`config.mk`:
```
export PLATFORM = sky130hd
export DESIGN_NAME = id_decode_stage
export DESIGN_NICKNAME = d
export VERILOG_FILES = /design/src/rtl/cpu_pkg.sv /design/src/rtl/id_decode_stage_regfile.sv /design/src/rtl/id_decode_stage.sv
export SDC_FILE = /design/constraint.sdc
export NUM_CORES = 1
export LEC_CHECK = 0
export CAP_MARGIN = 10
export CORE_MARGIN = 5
export CORE_UTILIZATION = 25
export CTS_CLUSTER_SIZE = 8
export DETAILED_ROUTE_END_ITERATION = 8
export GPL_TIMING_DRIVEN = 0
export SLEW_MARGIN = 20
export SYNTH_ARGS = -nofsm -noshare
export SYNTH_HDL_FRONTEND = slang
export SYNTH_HIERARCHICAL = 1
export SYNTH_SLANG_ARGS = --single-unit
```
`constraint.sdc`:
```
create_clock -name clk -period 2.4 [get_ports clk]
set_input_delay 0.24 -clock clk [delete_from_list [all_inputs] [get_ports clk]]
set_output_delay 0.24 -clock clk [all_outputs]
set_load 0.05 [all_outputs]
```
`src/rtl/cpu_pkg.sv`:
```
// Shared definitions for the 8-bit core: opcodes, instruction field
// positions and the small decode helpers used by decode and the ALU bench.
package cpu_pkg;

    localparam int DATA_W = 8;
    localparam int INST_W = 16;
    localparam int REG_AW = 3;
    localparam int OP_W   = 4;
    localparam int IMM_W  = 6;

    localparam logic [OP_W-1:0] OP_ADD  = 4'h0;
    localparam logic [OP_W-1:0] OP_SUB  = 4'h1;
    localparam logic [OP_W-1:0] OP_AND  = 4'h2;
    localparam logic [OP_W-1:0] OP_OR   = 4'h3;
    localparam logic [OP_W-1:0] OP_XOR  = 4'h4;
    localparam logic [OP_W-1:0] OP_SLT  = 4'h5;
    localparam logic [OP_W-1:0] OP_SHF  = 4'h6;
    localparam logic [OP_W-1:0] OP_ADDI = 4'h9;
    localparam logic [OP_W-1:0] OP_LDI  = 4'hA;
    localparam logic [OP_W-1:0] OP_BEQ  = 4'hB;
    localparam logic [OP_W-1:0] OP_BNE  = 4'hC;

    // Field LSB positions; branches reuse the rd/rs1 slots for rs1/rs2.
    localparam int OP_LSB     = 12;
    localparam int RD_LSB     = 9;
    localparam int RS1_LSB    = 6;
    localparam int RS2_LSB    = 3;
    localparam int DIR_BIT    = 2;
    localparam int IMM_LSB    = 0;
    localparam int BR_RS1_LSB = 9;
    localparam int BR_RS2_LSB = 6;

    function automatic logic is_rtype(input logic [OP_W-1:0] op);
        return op <= OP_SHF;
    endfunction

    function automatic logic is_branch(input logic [OP_W-1:0] op);
        return (op == OP_BEQ) || (op == OP_BNE);
    endfunction

    function automatic logic writes_rd(input logic [OP_W-1:0] op);
        return is_rtype(op) || (op == OP_ADDI) || (op == OP_LDI);
    endfunction

    function automatic logic uses_rs1(input logic [OP_W-1:0] op);
        return is_rtype(op) || (op == OP_ADDI) || is_branch(op);
    endfunction

    function automatic logic uses_rs2(input logic [OP_W-1:0] op);
        return is_rtype(op) || is_branch(op);
    endfunction

    function automatic logic [DATA_W-1:0] sext_imm(input logic [IMM_W-1:0] imm);
        return {{(DATA_W-IMM_W){imm[IMM_W-1]}}, imm};
    endfunction

endpackage

```
`src/rtl/id_decode_stage_regfile.sv`:
```
// 8x8 register file: two asynchronous read ports, one synchronous write
// port, R0 hardwired to zero, asynchronous clear.
module regfile
    import cpu_pkg::*;
#(
    parameter int NREGS = 8
) (
    input  logic              clk,
    input  logic              rst_n,
    input  logic              we,
    input  logic [REG_AW-1:0] waddr,
    input  logic [DATA_W-1:0] wdata,
    input  logic [REG_AW-1:0] raddr1,
    output logic [DATA_W-1:0] rdata1,
    input  logic [REG_AW-1:0] raddr2,
    output logic [DATA_W-1:0] rdata2
);

    logic [DATA_W-1:0] mem [NREGS];

    // Write port; R0 is never written so it always reads back zero.
    always_ff @(posedge clk or negedge rst_n) begin
        if (!rst_n) begin
            for (int i = 0; i < NREGS; i++) mem[i] <= '0;
        end else if (we && (waddr != '0)) begin
            mem[waddr] <= wdata;
        end
    end

    assign rdata1 = (raddr1 == '0) ? '0 : mem[raddr1];
    assign rdata2 = (raddr2 == '0) ? '0 : mem[raddr2];

endmodule

```
`src/rtl/id_decode_stage.sv`:
```
// Decode stage: instruction decode, register read with writeback bypass,
// one-bubble load-use hazard stall, execute pipeline register with flush,
// and a saturating count of hazard-stall cycles.
module id_decode_stage
    import cpu_pkg::*;
#(
    parameter int NREGS = 8,
    parameter int CNT_W = 16
) (
    input  logic              clk,
    input  logic              rst_n,
    input  logic              in_valid,
    output logic              in_ready,
    input  logic [INST_W-1:0] in_inst,
    output logic              ex_valid,
    input  logic              ex_ready,
    output logic [DATA_W-1:0] ex_a,
    output logic [DATA_W-1:0] ex_b,
    output logic [OP_W-1:0]   ex_opcode,
    output logic              ex_dir,
    output logic [REG_AW-1:0] ex_rd,
    output logic              ex_we,
    output logic [DATA_W-1:0] ex_br_off,
    input  logic              wb_en,
    input  logic [REG_AW-1:0] wb_rd,
    input  logic [DATA_W-1:0] wb_data,
    input  logic              flush,
    output logic [CNT_W-1:0]  stall_cnt
);

    logic [OP_W-1:0]   op;
    logic              br;
    logic [REG_AW-1:0] rd_fld;
    logic [REG_AW-1:0] src1;
    logic [REG_AW-1:0] src2;
    logic [DATA_W-1:0] imm;
    logic [DATA_W-1:0] rf_rd1;
    logic [DATA_W-1:0] rf_rd2;
    logic [DATA_W-1:0] opnd1;
    logic [DATA_W-1:0] opnd2;
    logic              hazard;
    logic              xfer;

    logic [DATA_W-1:0] dec_a;
    logic [DATA_W-1:0] dec_b;
    logic [DATA_W-1:0] dec_off;
    logic              dec_dir;
    logic [REG_AW-1:0] dec_rd;
    logic              dec_we;

    assign op     = in_inst[OP_LSB +: OP_W];
    assign br     = is_branch(op);
    assign rd_fld = in_inst[RD_LSB +: REG_AW];
    assign imm    = sext_imm(in_inst[IMM_LSB +: IMM_W]);

    // Branches carry their sources one field higher than R-type/ADDI.
    assign src1 = br ? in_inst[BR_RS1_LSB +: REG_AW] : in_inst[RS1_LSB +: REG_AW];
    assign src2 = br ? in_inst[BR_RS2_LSB +: REG_AW] : in_inst[RS2_LSB +: REG_AW];

    regfile #(.NREGS(NREGS)) u_regfile (
        .clk    (clk),
        .rst_n  (rst_n),
        .we     (wb_en),
        .waddr  (wb_rd),
        .wdata  (wb_data),
        .raddr1 (src1),
        .rdata1 (rf_rd1),
        .raddr2 (src2),
        .rdata2 (rf_rd2)
    );

    // A writeback in flight is forwarded so reads never see stale data.
    assign opnd1 = (wb_en && (wb_rd == src1) && (src1 != '0)) ? wb_data : rf_rd1;
    assign opnd2 = (wb_en && (wb_rd == src2) && (src2 != '0)) ? wb_data : rf_rd2;

    // ex_we already excludes rd=0, so R0 sources never trigger a stall.
    assign hazard = ex_valid && ex_we &&
                    ((uses_rs1(op) && (ex_rd == src1)) ||
                     (uses_rs2(op) && (ex_rd == src2)));

    assign in_ready = !hazard && (!ex_valid || ex_ready);
    assign xfer     = in_valid && in_ready;

    // Operand and control decode; unknown opcodes fall out as zeroed NOPs.
    always_comb begin
        dec_a   = '0;
        dec_b   = '0;
        dec_off = '0;
        dec_dir = 1'b0;
        dec_rd  = '0;
        dec_we  = 1'b0;
        if (uses_rs1(op)) dec_a = opnd1;
        if (uses_rs2(op)) begin
            dec_b = opnd2;
        end else if ((op == OP_ADDI) || (op == OP_LDI)) begin
            dec_b = imm;
        end
        if (br) dec_off = imm;
        if (op == OP_SHF) dec_dir = in_inst[DIR_BIT];
        if (writes_rd(op)) begin
            dec_rd = rd_fld;
            dec_we = (rd_fld != '0);
        end
    end

    // Execute register: flush beats load, load beats drain, else hold.
    always_ff @(posedge clk or negedge rst_n) begin
        if (!rst_n) begin
            ex_valid  <= 1'b0;
            ex_a      <= '0;
            ex_b      <= '0;
            ex_opcode <= '0;
            ex_dir    <= 1'b0;
            ex_rd     <= '0;
            ex_we     <= 1'b0;
            ex_br_off <= '0;
        end else if (flush) begin
            ex_valid <= 1'b0;
        end else if (xfer) begin
            ex_valid  <= 1'b1;
            ex_a      <= dec_a;
            ex_b      <= dec_b;
            ex_opcode <= op;
            ex_dir    <= dec_dir;
            ex_rd     <= dec_rd;
            ex_we     <= dec_we;
            ex_br_off <= dec_off;
        end else if (ex_ready) begin
            ex_valid <= 1'b0;
        end
    end

    // Saturating count of cycles where a presented instruction is stalled.
    always_ff @(posedge clk or negedge rst_n) begin
        if (!rst_n) begin
            stall_cnt <= '0;
        end else if (in_valid && hazard && (stall_cnt != '1)) begin
            stall_cnt <= stall_cnt + 1'b1;
        end
    end

endmodule
```
==> run metrics, run 1 <==
number of synthesized flops with an enable pin 0; Area Overhead vs Synth 33.7%; CP required between 2000 and 2500 ps; unrepaired setup endpoints after global routing true; Max Freq 413 MHz; Num CTS Buffers 9; Syn Inst Count between 500 and 600; hold_sp in_inst[9]; Final min period 2420 ps; critical path endpoint category primary output; Sw Ratio 0.362; Post-Syn Area per Cell roughly 11 um2; clock root buffer clkbuf_16; crit path setup slack, layout -19.4 ps; drt pass-1 iters 4; most frequent cells in the layout dfrtp_1 (102), mux2_2 (94), clkdlybuf4s50_1 (67); Final setup viols 1; Worst-Margin Slew about 580 ps; dpl ws -1490 ps; GRT Overall Usage 0.137; asr flop ratio synth 1.00; dpl hpwl approximately 14 mm; CP Launch Type flop; Floorplan Core Area 26000 um2; Reg clk slew, reported paths ~70 ps; Synthesized Nets ~630; vias in the first global route approximately 5300; DR iter-0 viols between 500 and 600; Seq cells post-synth between 100 and 150; share of the synthesized area in the top cell type 0.395; DRC viols 0; count of final hold-check violations 0; Final Skew around 5.6 ps; CP startpoint ex_rd[0]; Tot Pwr approximately 6000 uW; origin of the critical flop-to-flop path ex_rd[0]; ANT nets after route 0; reg-to-reg endpoint ex_dir; Seq/Total Area, Yosys 0.395; CTS tree built; Boundary Pins 84; crit-path max FO 5; Yosys top cell by area dfrtp_1; CP Class flop to primary output; gpl congestion between 0.8 and 0.9; top post-synthesis cells by area dfrtp_1 (39%), mux2_2 (16%), mux2i_1 (5.3%), a221oi_1 (2.7%), xor2_1 (2.0%); worst skew pair latency 360 ps; Internal approximately 3900 uW; layout cells sized above 1 0.366; H-tree levels 3; violated checks setup timing; max-cap violations 0; routed wire length 20.2 mm; Critical Path End in_ready; # diodes 0; combinational fraction of design power 0.373; worst endpoint data arrival time around 2200 ps; R2R Setup Slk 90 ps; status finished, violations left; Die Wd around 170 um; sequential share of power 0.381; Slew Limit Fails 0; P_leak approximately 0.0037 uW; DR WL/cell between 15 and 20 um; drt via density ~5; Hold Path Class primary input to flop; post-synth cell types 80; Max VDD drop 415 uV; Clock power frac 0.246; Cell Pwr Density roughly 700 nW/um2; full die area ~30000 um2; routed vias 5389; Slew Limit Headroom 0.614; clock tree buffer depth 2; ys flop type dfrtp_1; initial antenna violation count 0; Ys Warns 6; # clock sinks approximately 100; gr ovfl total 0; first-pass GRT wire length 31.5 mm; FF-to-FF path depth 9; PortBufs 80; largest net degree at the start of global routing 66; # rows 59; Final period util 1.01; Initial Util 0.254; net load switching power 2230 uW; most common cell after layout, fill and taps aside dfrtp_1; mapped cell area around 6600 um2; Die Y around 170 um; Nets 742
-- power groups by stage --
| stage | clock network, uW | logic [uW] | registers [uW] |
|---|---|---|---|
| global placement | 0 | 2040 | 2350 |
| global route | 1630 | 2440 | 2390 |
| finish | 1520 | 2300 | 2350 |
| detailed placement | 0 | 2060 | 2370 |
| CTS | 1560 | 2210 | 2340 |
| floorplan | 0 | 1010 | 2700 |
-- critical path, cell delays in order, from the launching register on --
cell and delay [ps]:
dfrtp_2 450, inv_1 130, a21oi_1 190, o2111a_1 260
a2111oi_4 70, a22oi_2 310, buf_6 150, and2_4 140
buf_8 140
-- registers in the layout, indices dropped and copies added, names as in the netlist --
| name | count |
|---|---|
| u_regfile/mem | 56 |
| ex_rd | 3 |
| ex_valid | 1 |
| ex_we | 1 |
| stall_cnt | 16 |
| ex_dir | 1 |
| ex_b | 8 |
| ex_opcode | 4 |
| ex_a | 8 |
| ex_br_off | 6 |
-- cell families after synthesis --
logic type      share of synthesized area
flops                               0.395
mux                                 0.224
simple gates                        0.138
xor+xnor                           0.0226
compound gates                      0.158
buf+inv                            0.0609
fa+ha+maj                         0.00190
-- metal layers --
metal / part of all wire / global-route usage / routed length [um] / vias up
li1: - / - / - / 2490
met4: 0.016 / 0.0396 / 328 / 0
met2: 0.45 / 0.207 / 9090 / 152
met1: 0.48 / 0.199 / 9720 / 2725
met5: 0 / 0 / 0 / -
met3: 0.050 / 0.0256 / 1020 / 22
-- how the worst min path moves through the flow --
stage / to / slack (ps) / depth (start not counted)
finish: ex_rd[0] / 270 / 3
global route: ex_br_off[4] / 280 / 3
CTS: ex_rd[1] / 290 / 3
detailed placement: stall_cnt[15] / 170 / 1
global placement: ex_dir / 470 / 1
floorplan: ex_a[0] / -60 / 0
-- area by class of cell --
class                      instances  area [um2]
clock inverter                     6        67.6
fill                            2564       17200
sequential                       104        2610
buffer                            40         419
clock buffer                      10         229
timing repair buffer             110        1100
multi-input combinational        424        3910
inverter                          19        71.3
tap                              335         419
-- through the flow --
step / cell area, um2 / utilization / instances / hold WS, ps / TNS, ps
final: 8820 / 0.339 / 1048 / 271 / -19.4
after floorplan: 6620 / - / 592 / -55.6 / -0.628
after global routing: 8820 / 0.339 / 1048 / 277 / -411
after detailed placement: 7870 / 0.303 / 1008 / 174 / -37790
after global placement: 7840 / 0.302 / 1007 / 471 / -363110
after CTS: 8570 / 0.330 / 1044 / 291 / -47.5
-- synth_stat cells (4+ instances only) --
library cell	number
a21oi_1	13
a221oi_1	20
a31oi_1	7
and2_1	7
and3_1	7
buf_1	4
buf_2	12
buf_4	8
buf_6	11
clkbuf_1	7
dfrtp_1	104
inv_1	19
mux2_2	94
mux2i_1	35
nand2_1	29
nand3_1	13
nand3b_1	4
nand4_1	5
nor2_1	17
nor2b_1	4
nor3_1	14
nor3b_1	5
nor4bb_1	4
o2111ai_1	5
o21ai_0	20
o22ai_1	10
o2bb2ai_1	13
xor2_1	15
-- timing repair --
item / in CTS / in global routing
pin swaps: 24 / 12
hold buffers: 1 / 0
gates resized for setup: 82 / 57
hold endpoints to repair: 39 / 0
endpoints found under the setup margin: 49 / 36
setup buffers: 23 / 5
(Power assumes the default switching activity.)
==> run 2, diff against run 1 <==
Settings changed: CORE_UTILIZATION 25 to 56, PLACE_DENSITY set to 0.81.
==> run 2 against run 1 <==
  * Sequential share of layout area up 0.57 points
  * Cell area down 1.9%
  * The flow still finishes with violations (setup timing)
  * Total power up 2.3%
  * Combinational power up 3%
  * Setup slack worse by 11 ps
  * Clock power up 3%
  * Critical path depth up 5
  * Worst hold slack better by 38 ps
  * Routed wire length down 0.78%
  * Sequential power about the same
  * Non-clock buffer count up 9
  * Die area down 53%
==> run metrics, run 2 (same netlist as run 1, synthesis figures left out) <==
CP cell instances buf_8, buf_6, and4b_1, buf_6, nor3_4, nor3_4, buf_12, buf_12, and2b_4, a221oi_4, a221oi_2, a311o_1, mux2_4; net load switching power around 2300 uW; CP required about 2600 ps; Die Y 119 um; clock root buffer clkbuf_16; fin util 0.755; reg-to-reg endpoint ex_opcode[0]; Final setup viols 1; Worst Path Buf+Inv 5; drt pass-1 iters 7; most common cell after layout, fill and taps aside dfrtp_1; DRC viols 0; Final min period between 2000 and 2500 ps; vias in the first global route roughly 5700; CP Launch Type primary input; dpl ws -1410 ps; clock tree buffer depth 2; routed wire length roughly 20 mm; dpl hpwl about 14 mm; Hold Crit Endpoint ex_rd[0]; Floorplan Core Area between 10000 and 15000 um2; crit-path max FO 10; Max VDD drop 633 uV; status finished, violations left; max FFs per register 56; # diodes 0; most flop-heavy register u_regfile/mem; Cell Pwr Density between 700 and 800 nW/um2; Internal between 4000 and 5000 uW; R2R Setup Slk roughly 80 ps; Hold Path Class primary input to flop; routed vias 5720; largest delay contributor family on the critical path simple AND/OR/NAND/NOR gates; sequential share of power 0.374; count of final hold-check violations 0; critical path endpoint category flop; Worst-Margin Slew ~530 ps; P_leak roughly 0.0037 uW; Area Overhead vs Synth 31.2%; H-tree levels 3; worst endpoint data arrival time 2670 ps; hold_sp in_inst[9]; Final period util 1.01; GRT Overall Usage 0.275; Sw Ratio 0.358; Nets ~750; slowest cell delay on critical path between 300 and 400 ps; post-route cell area slightly below 9000 um2; # clock sinks 104; ANT nets after route 0; largest net degree at the start of global routing 83; gpl congestion just under 1; hold depth 3; DR iter-0 viols roughly 530; worst skew pair latency approximately 350 ps; Num CTS Buffers 9; layout cells sized above 1 0.373; unrepaired setup endpoints after global routing true; max-cap violations 0; Boundary Pins 84; DR WL/cell 23.1 um; FF-to-FF path depth 9; combinational fraction of design power 0.376; violated checks setup timing; Die Wd roughly 120 um; CP Class primary input to flop; slowest CP cell a311o_1; most frequent cells in the layout dfrtp_1 (102), mux2_2 (94), clkdlybuf4s50_1 (68); gr ovfl total 0; Slew Limit Fails 0; origin of the critical flop-to-flop path ex_rd[0]; PortBufs 80; # rows 39; Placed Area approximately 7600 um2; crit path setup slack, layout -30.4 ps; Reg clk slew, reported paths approximately 70 ps; top flop regs u_regfile/mem x56, stall_cnt x16; first-pass GRT wire length approximately 31 mm; Final Skew approximately 8 ps; Clock power frac 0.249; drt via density 6.61; full die area roughly 14000 um2; Initial Util 0.575; initial antenna violation count 0; CTS tree built; Max Freq approximately 400 MHz; Slew Limit Headroom 0.644
==> run 2: timing repair <==
item,4_1_cts,5_1_grt
gates cloned,1,0
hold buffers,1,0
buffers inserted,18,19
endpoints found under the setup margin,49,35
resized for setup,102,44
endpoints found under the hold margin,22,0
pin swaps,15,22
==> run 2: area by class of cell <==
class / instances / area, um2
buffer: 41 / 395
clock buffer: 9 / 225
clock inverter: 7 / 92.6
fill: 788 / 2810
inverter: 19 / 71.3
multi-input combinational: 424 / 3950
sequential: 104 / 2610
tap: 143 / 179
timing repair buffer: 118 / 1130
==> run 2: routing by layer <==
| layer | global-route usage | part of all wire | vias to the layer above |
|---|---|---|---|
| li1 | - | - | 2497 |
| met1 | 0.355 | 0.41 | 2861 |
| met2 | 0.439 | 0.47 | 295 |
| met3 | 0.0616 | 0.073 | 67 |
| met4 | 0.134 | 0.043 | 0 |
| met5 | 0 | 0 | - |
==> run 2: tightest hold or removal path, stage by stage <==
cell and delay, ps:
dlymetal6s2s_1 220, nand2_1 100, mux2i_1 60
==> run 2: how the worst max path moves through the flow <==
stage           startpoint        to  slack [ps]  cells past startpoint
6_report       in_inst[14]   ex_b[5]         -30                     13
5_1_grt        in_inst[14]   ex_b[5]        -110                     13
4_1_cts        in_inst[15]  in_ready          -7                     10
3_5_place_dp   in_inst[12]  in_ready       -1410                     10
3_3_place_gp         rst_n  ex_rd[1]       -3110                      1
2_1_floorplan  in_inst[13]   ex_b[5]        -0.6                     12
==> run 2: power groups by stage <==
stage	Combinational, uW	Sequential, uW	Clock, uW
after floorplan	1010	2700	0
after global placement	2020	2340	0
after detailed placement	2060	2360	0
after CTS	2260	2340	1590
after global routing	2490	2400	1670
final	2380	2360	1570
==> run 2: stage by stage <==
| stage | setup TNS (ps) | total power, uW | cells | hold WS [ps] |
|---|---|---|---|---|
| floorplan | -0.628 | 3720 | 592 | -55.6 |
| global placement | -320770 | 4360 | 815 | 471 |
| detailed placement | -36190 | 4430 | 816 | 113 |
| CTS | -7.24 | 6200 | 848 | 311 |
| global route | -622 | 6560 | 865 | 327 |
| finish | -30.4 | 6310 | 865 | 309 |
